**config.mk**
```make
export PLATFORM = sky130hd
export DESIGN_NAME = modbus_rtu_frame_rx
export DESIGN_NICKNAME = d
export VERILOG_FILES = /design/src/rtl/modbus_rtu_frame_rx_pkg.sv /design/src/rtl/modbus_crc16.sv /design/src/rtl/modbus_rtu_frame_rx.sv
export SDC_FILE = /design/constraint.sdc
export NUM_CORES = 2
export LEC_CHECK = 0
export CORE_MARGIN = 2
export CORE_UTILIZATION = 55
export CTS_BUF_LIST = sky130_fd_sc_hd__clkbuf_16
export CTS_CLUSTER_SIZE = 16
export DETAILED_ROUTE_END_ITERATION = 6
export HOLD_SLACK_MARGIN = 0.02
export PLACE_DENSITY = 0.73
export SETUP_SLACK_MARGIN = 0.15
export SKIP_CTS_REPAIR_TIMING = 1
export SYNTH_ARGS = -nofsm -noshare
export SYNTH_HDL_FRONTEND = slang
export SYNTH_SLANG_ARGS = --single-unit
```
**constraint.sdc**
```tcl
create_clock -name clk_in -period 2.5 [get_ports clk_in]
set_input_delay 0.625 -clock clk_in [delete_from_list [all_inputs] [get_ports clk_in]]
set_output_delay 0.625 -clock clk_in [all_outputs]
set_load 0.01 [all_outputs]
```
**src/rtl/modbus_rtu_frame_rx_pkg.sv**
```systemverilog
// ============================================================================
// Module : modbus_rtu_frame_rx_pkg
// Brief  : Shared types and constants for the Modbus RTU receive/transmit path.
// Rev    : 1.0  initial release
// ============================================================================
`default_nettype none

package modbus_rtu_frame_rx_pkg;

    typedef enum logic [2:0] {
        S_INIT = 3'd0,
        S_IDLE = 3'd1,
        S_RECV = 3'd2,
        S_GAP  = 3'd3,
        S_HOLD = 3'd4
    } state_t;

    localparam logic [15:0] CRC_POLY  = 16'hA001;
    localparam logic [15:0] CRC_INIT  = 16'hFFFF;
    localparam int          MIN_FRAME = 4;
    localparam int          MAX_ADU   = 256;

    // Above 19200 baud the inter-character timeouts are fixed at 750 us / 1750 us.
    function automatic logic [23:0] tmr_thresh(input int clk_freq, input int baud,
                                               input logic long_gap);
        if (baud <= 19200) begin
            return long_gap ? 24'((clk_freq / baud) * 77 / 2)
                            : 24'((clk_freq / baud) * 33 / 2);
        end
        return long_gap ? 24'((clk_freq / 1000000) * 1750)
                        : 24'((clk_freq / 1000000) * 750);
    endfunction

endpackage

`default_nettype wire

```
**src/rtl/modbus_crc16.sv**
```systemverilog
// ============================================================================
// Module : modbus_crc16
// Brief  : Combinational CRC-16/MODBUS byte update, 8 bit steps unrolled.
// Rev    : 1.0  initial release
// ============================================================================
`default_nettype none

module modbus_crc16
    import modbus_rtu_frame_rx_pkg::*;
(
    input  logic [15:0] crc_in,
    input  logic [7:0]  data_in,
    output logic [15:0] crc_out
);

    logic [15:0] w_crc;

    always_comb begin
        w_crc = crc_in ^ {8'h00, data_in};
        for (int i = 0; i < 8; i++) begin
            w_crc = w_crc[0] ? ((w_crc >> 1) ^ CRC_POLY) : (w_crc >> 1);
        end
        crc_out = w_crc;
    end

endmodule

`default_nettype wire

```
**src/rtl/modbus_rtu_frame_rx.sv**
```systemverilog
// ============================================================================
// Module : modbus_rtu_frame_rx
// Brief  : Modbus RTU frame assembler with t1.5/t3.5 delimiting and CRC check.
//          Optional MODBUS_ADDR_FILTER_EN discards frames not for slave_addr.
// Rev    : 1.0  initial release
// ============================================================================
`default_nettype none

module modbus_rtu_frame_rx
    import modbus_rtu_frame_rx_pkg::*;
#(
    parameter int CLK_FREQ  = 50000000,
    parameter int BAUD_RATE = 9600,
    parameter int MAX_FRAME = MAX_ADU
) (
    input  logic       clk_in,
    input  logic       rst_n_in,
    input  logic [7:0] rx_data,
    input  logic       rx_done,
    input  logic [7:0] slave_addr,
    output logic       frame_valid,
    input  logic       frame_ack,
    output logic [8:0] frame_len,
    input  logic [7:0] rd_addr,
    output logic [7:0] rd_data,
    output logic       frame_drop,
    output logic       ovr_err
);

    localparam logic [23:0] C_T15     = tmr_thresh(CLK_FREQ, BAUD_RATE, 1'b0);
    localparam logic [23:0] C_T35     = tmr_thresh(CLK_FREQ, BAUD_RATE, 1'b1);
    localparam logic [8:0]  C_MAX_LEN = 9'(MAX_FRAME);
    localparam logic [8:0]  C_MIN_LEN = 9'(MIN_FRAME);
    localparam int          C_AW      = $clog2(MAX_FRAME);

    state_t      r_state, w_state_nxt;
    logic [23:0] r_timer;
    logic [8:0]  r_len;
    logic [15:0] r_crc, w_crc_nxt;
    logic        r_bad, r_ovf, r_valid, r_drop, r_ovr;
    logic [7:0]  r_rd_data;
    logic [7:0]  r_buf [MAX_FRAME];

    logic w_store, w_crc_upd, w_clear, w_set_bad, w_set_ovf, w_drop, w_ovr;
    logic w_frame_ok, w_addr_ok;

`ifdef MODBUS_ADDR_FILTER_EN
    logic [7:0] r_addr0;

    always_ff @(posedge clk_in or negedge rst_n_in) begin
        if (!rst_n_in)                           r_addr0 <= 8'h00;
        else if (w_store && r_state == S_IDLE)   r_addr0 <= rx_data;
    end

    assign w_addr_ok = (r_addr0 == slave_addr) || (r_addr0 == 8'h00);
`else
    logic w_unused_addr;
    assign w_unused_addr = ^slave_addr;
    assign w_addr_ok     = 1'b1;
`endif

    modbus_crc16 u_crc (
        .crc_in  (r_crc),
        .data_in (rx_data),
        .crc_out (w_crc_nxt)
    );

    // Residual CRC over data plus transmitted CRC is zero for an intact frame.
    assign w_frame_ok = !r_bad && !r_ovf && (r_len >= C_MIN_LEN) && (r_crc == 16'h0000);

    always_comb begin
        w_state_nxt = r_state;
        w_store     = 1'b0;
        w_crc_upd   = 1'b0;
        w_clear     = 1'b0;
        w_set_bad   = 1'b0;
        w_set_ovf   = 1'b0;
        w_drop      = 1'b0;
        w_ovr       = 1'b0;
        case (r_state)
            S_INIT: begin
                if (!rx_done && r_timer >= C_T35) w_state_nxt = S_IDLE;
            end
            S_IDLE: begin
                if (rx_done) begin
                    w_store     = 1'b1;
                    w_crc_upd   = 1'b1;
                    w_state_nxt = S_RECV;
                end
            end
            S_RECV: begin
                if (rx_done) begin
                    if (r_len < C_MAX_LEN) begin
                        w_store   = 1'b1;
                        w_crc_upd = 1'b1;
                    end else begin
                        w_set_ovf = 1'b1;
                    end
                end else if (r_timer >= C_T15) begin
                    w_state_nxt = S_GAP;
                end
            end
            S_GAP: begin
                if (rx_done) begin
                    w_set_bad = 1'b1;
                end else if (r_timer >= C_T35) begin
                    if (!w_addr_ok) begin
                        w_clear     = 1'b1;
                        w_state_nxt = S_IDLE;
                    end else if (w_frame_ok) begin
                        w_state_nxt = S_HOLD;
                    end else begin
                        w_drop      = 1'b1;
                        w_clear     = 1'b1;
                        w_state_nxt = S_IDLE;
                    end
                end
            end
            S_HOLD: begin
                w_ovr = rx_done;
                if (frame_ack) begin
                    w_clear     = 1'b1;
                    // A byte arriving with the ack means the line is not silent.
                    w_state_nxt = (r_timer >= C_T35 && !rx_done) ? S_IDLE : S_INIT;
                end
            end
            default: w_state_nxt = S_INIT;
        endcase
    end

    always_ff @(posedge clk_in or negedge rst_n_in) begin
        if (!rst_n_in) begin
            r_state <= S_INIT;
            r_timer <= 24'd0;
            r_len   <= 9'd0;
            r_crc   <= CRC_INIT;
            r_bad   <= 1'b0;
            r_ovf   <= 1'b0;
            r_valid <= 1'b0;
            r_drop  <= 1'b0;
            r_ovr   <= 1'b0;
        end else begin
            r_state <= w_state_nxt;
            r_valid <= (w_state_nxt == S_HOLD);
            r_drop  <= w_drop;
            r_ovr   <= w_ovr;
            if (rx_done)              r_timer <= 24'd0;
            else if (r_timer < C_T35) r_timer <= r_timer + 24'd1;
            if (w_clear) begin
                r_len <= 9'd0;
                r_crc <= CRC_INIT;
                r_bad <= 1'b0;
                r_ovf <= 1'b0;
            end else begin
                if (w_store)   r_len <= r_len + 9'd1;
                if (w_crc_upd) r_crc <= w_crc_nxt;
                if (w_set_bad) r_bad <= 1'b1;
                if (w_set_ovf) r_ovf <= 1'b1;
            end
        end
    end

    always_ff @(posedge clk_in) begin
        if (w_store) r_buf[r_len[C_AW-1:0]] <= rx_data;
    end

    always_ff @(posedge clk_in or negedge rst_n_in) begin
        if (!rst_n_in) r_rd_data <= 8'h00;
        else           r_rd_data <= r_buf[rd_addr[C_AW-1:0]];
    end

    assign frame_valid = r_valid;
    assign frame_len   = r_len;
    assign rd_data     = r_rd_data;
    assign frame_drop  = r_drop;
    assign ovr_err     = r_ovr;

endmodule

`default_nettype wire

```
## Word level (Yosys, flattened, before mapping)

Memories as Yosys holds them, arrays and structs flattened. A register that Yosys moved wholly into a read port is not among the register bits.
Index checks and enable logic that the tools add are counted.

| storage, ports and cells | value |
|---|---|
| bits in latches | 0 |
| memory bits (read-only) | 0 |
| register bits after elaboration | 57 |
| input port bits | 28 |
| word-level logic and storage cells | 90 |
| RAM bits | 2048 |
| memories kept | 1 |

Memory list:

| name | words | width | rd ports | clocked after Yosys merged registers in | write ports | line | text |
|---|---|---|---|---|---|---|---|
| r_buf | 256 | 8 | 1 | 1 | 1 | modbus_rtu_frame_rx.sv:42 | `logic [7:0] r_buf [MAX_FRAME];` |

| cells by class | value |
|---|---|
| shift operators | 0 |
| divide/modulo/power cells | 0 |
| reduce and logical (&&, ||, !) cells | 14 |
| add/sub/neg operators | 2 |
| equality and inequality tests | 5 |
| mux-type cells | 45 |
| order comparisons | 5 |
| multiply operators | 0 |
| bitwise gates (word level) | 9 |

Operators by type and width:

| kind | number |
|---|---|
| 16-bit two-way mux | 10 |
| 24-bit two-way mux | 2 |
| 24-bit by 1-bit adder with 24-bit output (second input constant) | 1 |
| 24-bit by 17-bit greater-or-equal comparator with 1-bit output (second input constant) | 1 |
| 24-bit by 18-bit greater-or-equal comparator with 1-bit output (second input constant) | 1 |
| 24-bit by 18-bit less-than comparator with 1-bit output (second input constant) | 1 |
| 3-bit two-way mux | 8 |
| 2-bit NOT with 3-bit output | 8 |
| 1-bit two-way mux | 20 |
| 9-bit two-way mux | 2 |
| 16-bit logical NOT | 1 |
| 16-bit by 8-bit bitwise XOR with 16-bit output | 1 |
| 3-bit case mux with 5 select lines | 1 |
| 9-bit by 1-bit adder with 9-bit output (second input constant) | 1 |
| 9-bit by 3-bit greater-or-equal comparator with 1-bit output (second input constant) | 1 |
| 9-bit less-than comparator (second input constant) | 1 |
| 2-bit nonzero test | 4 |
| 3-bit by 2-bit == test with 1-bit output (second input constant) | 2 |
| 3-bit == test (second input constant) | 2 |
| 1-bit logical AND | 4 |
| 1-bit logical NOT | 4 |
| 1-bit case mux with 2 select lines | 2 |
| 3-bit by 1-bit == test with 1-bit output (second input constant) | 1 |
| 3-bit logical NOT | 1 |

## Longest topological paths before layout

| depth | value |
|---|---|
| depth in word-level cells | 19 |
| mapped depth | 11 |
| mapped depth without buffers | 6 |

## Modules after synthesis

A second synthesis with hierarchy kept.

| second synthesis, totals | value |
|---|---|
| cell total of the unflattened synthesis | 4021 |
| area total of the unflattened synthesis | 82185.1 µm² |

Modules (own cells, without submodules):

| module | times used | cells each | sequential area each (µm²) | area an instance (µm²) |
|---|---|---|---|---|
| modbus_rtu_frame_rx | 1 | 3995 | 63145.6 | 81906.1 |
| modbus_crc16 | 1 | 26 | 0.0 | 279.0 |

## Least setup slack after synthesis

Ideal clock, no wire load.

| timing | value |
|---|---|
| path kind | reg2reg |
| start point | register r_len[8] (netlist: frame_len[8]) |
| end point | memory r_buf[112][0], enable pin |
| data required time | 2.130 ns |
| clock period less this slack | 2.515 ns |
| slack | -0.015 ns |
| buffers on the path | 2 |
| setup time | 0.370 ns |
| arrival | 2.145 ns |
| cell stages (with the launch flop) | 7 |
| path through | dfrtp_1 > or3b_2 > a21oi_2 > buf_2 > nand3_1 > clkbuf_1 > nor2_1 |

| between the ends | value |
|---|---|
| longest elaborated chain between the ends | 6 |

Ends and longest elaborated chain:

| item | line | text |
|---|---|---|
| start: declaration | modbus_rtu_frame_rx.sv:38 | `logic [8:0] r_len;` |
| start signal: assignment | modbus_rtu_frame_rx.sv:155 | `if (w_store) r_len <= r_len + 9'd1;` |
| 9-bit less-than comparator | modbus_rtu_frame_rx.sv:93 | `if (r_len < C_MAX_LEN) begin` |
| 1-bit two-way mux | modbus_rtu_frame_rx.sv:93 |  |
| 1-bit two-way mux | modbus_rtu_frame_rx.sv:92 | `if (rx_done) begin` |
| 1-bit case mux with 2 select lines | modbus_rtu_frame_rx.sv:80 | `case (r_state)` |
| 1-bit two-way mux | modbus_rtu_frame_rx.sv:164 | `if (w_store) r_buf[r_len[C_AW-1:0]] <= rx_data;` |
| 1-bit two-way mux (implied by the code) | modbus_rtu_frame_rx.sv:164 |  |
| end: declaration | modbus_rtu_frame_rx.sv:42 |  |

No other way between the ends.

==> insert_results.sql <==
INSERT INTO impl_metrics (metric_group, metric, value, unit) VALUES
('outcome', 'run_status', 'finished, violations left', ''),
('outcome', 'failed_checks', 'setup timing', ''),
('layout', 'finalNonFillerCells', '6835', ''),
('power_and_ir_drop', 'power_density', '782', 'mW/mm2'),
('layout', 'layout-drive-gt1-share', '0.333', ''),
('hold_path', 'min-delay-path-class', 'primary input to flop', ''),
('cts', 'htreeDepth', '4', ''),
('timing', 'timing.setup.tns', '-0.00476', 'ns'),
('layout', 'fin_nets', '4777', ''),
('route', 'via_count', '44400', ''),
('setup_path', 'largest_fanout_on_the_critical_path', '9', ''),
('route', 'avgRoutedWirePerCell', '30.8', 'um'),
('yosys', 'synth-seq-area-share', '0.768', ''),
('power_and_ir_drop', 'finalPower', '0.0765', 'W'),
('layout', 'area_delta_synth_final', '18.9', '%'),
('global_route', 'grt_antenna_before_repair', '6', ''),
('timing', 'time_the_worst_path_needs_with_i_o_delays_and_setup', '2.50', 'ns'),
('yosys', 'synth.lib_cells_used.distinct', '74', ''),
('setup_path', 'timing.critical_path.to_type', 'flop', ''),
('floorplan', 'rows', '141', ''),
('yosys', 'netlist.top_cell.by_area', 'sky130_fd_sc_hd__edfxtp_1', ''),
('route', 'detail_route.wirelength', '211000', 'um'),
('yosys', 'synth_nets', '4041', ''),
('yosys', 'synth_async_sr_flop_share', '0.0308', ''),
('floorplan', 'core_area', '0.148', 'mm2'),
('yosys', 'synth_enable_flop_cells', '2048', ''),
('yosys', 'yosysTopAreaCellShare', '0.748', ''),
('timing', 'achievable-frequency', '0.399', 'GHz'),
('layout', 'mostFrequentLayoutCells', 'sky130_fd_sc_hd__edfxtp_1 (2048), sky130_fd_sc_hd__buf_4 (625), sky130_fd_sc_hd__mux4_2 (448)', ''),
('cts', 'clk_latency', '0.84', 'ns'),
('floorplan', 'total_i_o_pin_count', '48', ''),
('run', 'maxCapViolations', '0', ''),
('route', 'number_of_antenna_violating_nets_in_the_routed_design', '0', ''),
('timing', 'timing_worst_slew_pin_value', '0.959', 'ns'),
('global_route', 'grt.overflow.total', '0', ''),
('yosys', 'synth.top_cells.by_area', 'sky130_fd_sc_hd__edfxtp_1 (75%), sky130_fd_sc_hd__mux4_2 (12%), sky130_fd_sc_hd__a22oi_1 (1.7%)', ''),
('yosys', 'ys_seq_elements', '2113', ''),
('cts', 'cts_made_buffers', '200', ''),
('place', 'cell_total_after_placement', '6453', ''),
('yosys', 'avgSynthCellArea', '20.5', 'um2'),
('timing', 'rsz0062_at_grt', 'yes', ''),
('power_and_ir_drop', 'static-leakage-power', '32.7', 'nW'),
('global_route', 'combined_global_route_utilization_of_all_metal_layers', '0.276', ''),
('cts', 'cts_max_path_buffers', '3', ''),
('place', 'port_buffers', '39', ''),
('cts', 'numClockSinks', '2113', ''),
('power_and_ir_drop', 'peakVddDrop', '0.844', 'mV'),
('cts', 'clock_tree_from_tritoncts', 'built', ''),
('timing', 'post-route-period-util', '1.00', ''),
('yosys', 'yosysWarnings', '0', ''),
('layout', 'finalCoreUtilization', '0.660', ''),
('setup_path', 'category_of_the_worst_setup_path_launch_point', 'primary input', ''),
('layout', 'seq_area', '0.0632', 'mm2'),
('floorplan', 'start_util', '0.555', ''),
('setup_path', 'critPathKind', 'primary input to flop', ''),
('route', 'dr.pass1.iters', '6', ''),
('route', 'drc', '0', ''),
('layout', 'multi_input_area', '0.0183', 'mm2'),
('route', 'initialDrtViolationCount', '6169', ''),
('setup_path', 'worst-endpoint-required', '3.20', 'ns'),
('floorplan', 'floorplan.die.height', '391', 'um'),
('timing', 'final_max_slew_viol_count', '0', ''),
('route', 'avgViaCountPerCell', '6.50', ''),
('floorplan', 'die_area', '0.153', 'mm2'),
('place', 'routabilityCongestion', '0.916', ''),
('yosys', 'syn-instance-count', '4007', ''),
('floorplan', 'dieWidth', '391', 'um'),
('timing', 'max_slew_margin', '0.361', ''),
('cts', 'cts_root_buffer', 'sky130_fd_sc_hd__clkbuf_16', ''),
('global_route', 'grt_first_pass_wirelength', '302000', 'um'),
('timing', 'timing.clock.skew', '0.0449', 'ns'),
('yosys', 'synth_area', '0.0823', 'mm2'),
('yosys', 'postSynth.topFlopCell', 'sky130_fd_sc_hd__edfxtp_1', ''),
('layout', 'commonest_non_fill_non_tap_cell_in_the_layout', 'sky130_fd_sc_hd__edfxtp_1', ''),
('timing', 'report.final.hold_viol_count', '0', ''),
('timing', 'final_critical_path_setup_slack', '-0.00476', 'ns'),
('global_route', 'grt_max_degree', '170', ''),
('cts', 'clk_transition_reported_paths', '0.07', 'ns'),
('timing', 'setup_viol', '1', ''),
('global_route', 'grt_pass1_vias', '44200', ''),
('layout', 'fillCellCount', '9159', ''),
('setup_path', 'cp_data_arrival_time', '3.20', 'ns'),
('place', 'dpl.hpwl', '132000', 'um');
[cells in the mapped netlist, drive strengths merged (5+ instances only)]
| cell | number |
|---|---|
| a211oi | 15 |
| a21oi | 115 |
| a221o | 7 |
| a221oi | 8 |
| a22oi | 187 |
| a31oi | 10 |
| and2 | 7 |
| and3 | 7 |
| buf | 163 |
| clkbuf | 87 |
| dfrtp | 49 |
| dfstp | 16 |
| edfxtp | 2048 |
| ha | 6 |
| inv | 10 |
| mux2 | 8 |
| mux2i | 123 |
| mux4 | 448 |
| nand2 | 61 |
| nand2b | 9 |
| nand3 | 38 |
| nand4 | 10 |
| nor2 | 319 |
| nor2b | 16 |
| nor3 | 8 |
| nor3b | 5 |
| nor4 | 44 |
| o211ai | 9 |
| o21a | 6 |
| o21ai | 19 |
| o21bai | 6 |
| o221ai | 26 |
| o22ai | 30 |
| xnor2 | 19 |
| xor2 | 24 |
[per-stage QoR]
stage	hold slack (ns)	area [um2]	setup slack (ns)
CTS	-0.210	97200	-0.338
floorplan	0.329	82500	0.00524
global placement	0.486	90700	-1.20
detailed placement	0.486	90700	-1.25
global route	0.0812	97800	0.0310
finish	0.125	97800	-0.00476
[logic make-up after synthesis]
group           count (synthesis)  synth area share
simple gates                  546            0.0302
flops                        2113             0.768
fa+ha+maj                       6          0.000913
mux                           579             0.139
xor+xnor                       45           0.00522
buf+inv                       260            0.0181
compound gates                458            0.0391
[layer usage]
metal,share of wire,GRT usage,vias to the layer above
met5,0.00013,0,-
met4,0.046,0.123,4
met3,0.10,0.0557,452
li1,-,-,18100
met1,0.37,0.384,23100
met2,0.48,0.427,2681
[layout make-up]
| cell class | instances | area share |
|---|---|---|
| diodes | 2 | 0.0000512 |
| clock buffers | 204 | 0.0522 |
| clock inverters | 158 | 0.0135 |
| inverters | 10 | 0.000384 |
| multi-input cells | 1634 | 0.187 |
| flip-flops and latches | 2113 | 0.646 |
| well taps | 1930 | 0.0247 |
| repair buffers | 784 | 0.0765 |
[report_power, final]
group	total (W)	switching (W)	internal, W	leakage [nW]
registers	0.0397	0.000323	0.0394	19.2
logic	0.00713	0.00428	0.00285	10.1
clock network	0.0297	0.0128	0.0168	3.34
total	0.0765	0.0174	0.0591	32.7
[flip-flops by register name, summed over array words and instances (netlist names)]
| name | count |
|---|---|
| frame_drop | 1 |
| frame_len | 9 |
| frame_valid | 1 |
| ovr_err | 1 |
| r_bad | 1 |
| r_buf | 2048 |
| r_crc | 16 |
| r_ovf | 1 |
| r_state | 3 |
| r_timer | 24 |
| rd_data | 8 |
[critical path, stage by stage]
cell                              delay [ns]
sky130_fd_sc_hd__clkdlybuf4s50_1        0.46
sky130_fd_sc_hd__buf_4                  0.18
sky130_fd_sc_hd__nand2b_1               0.12
sky130_fd_sc_hd__buf_4                  0.19
sky130_fd_sc_hd__buf_4                  0.15
sky130_fd_sc_hd__a221o_1                0.27
sky130_fd_sc_hd__nor3_1                 0.34
sky130_fd_sc_hd__a21oi_1                0.23
sky130_fd_sc_hd__nor4_2                 0.33
sky130_fd_sc_hd__buf_4                  0.21
sky130_fd_sc_hd__nor4_1                 0.06
[worst paths after layout]
path,from,end,slack (ns),depth (start not counted)
hold reg to reg,r_timer[23]$_DFFE_PN0P_,r_timer[23]$_DFFE_PN0P_,0.51,1
setup / recovery,rd_addr[7],rd_data[1]$_DFF_PN0_,-0.005,11
setup reg to reg,r_state[0]$_DFF_PN0_,r_buf[37][1]$_DFFE_PP_,0.13,8
min in group asynchronous,rst_n_in,frame_len[2]$_DFFE_PN0P_,0.35,3
hold / removal,rx_data[5],r_buf[2][5]$_DFFE_PP_,0.12,1
max in group asynchronous,rst_n_in,r_crc[3]$_DFFE_PN1P_,1.78,3
Power figures use the tool's default switching activity.
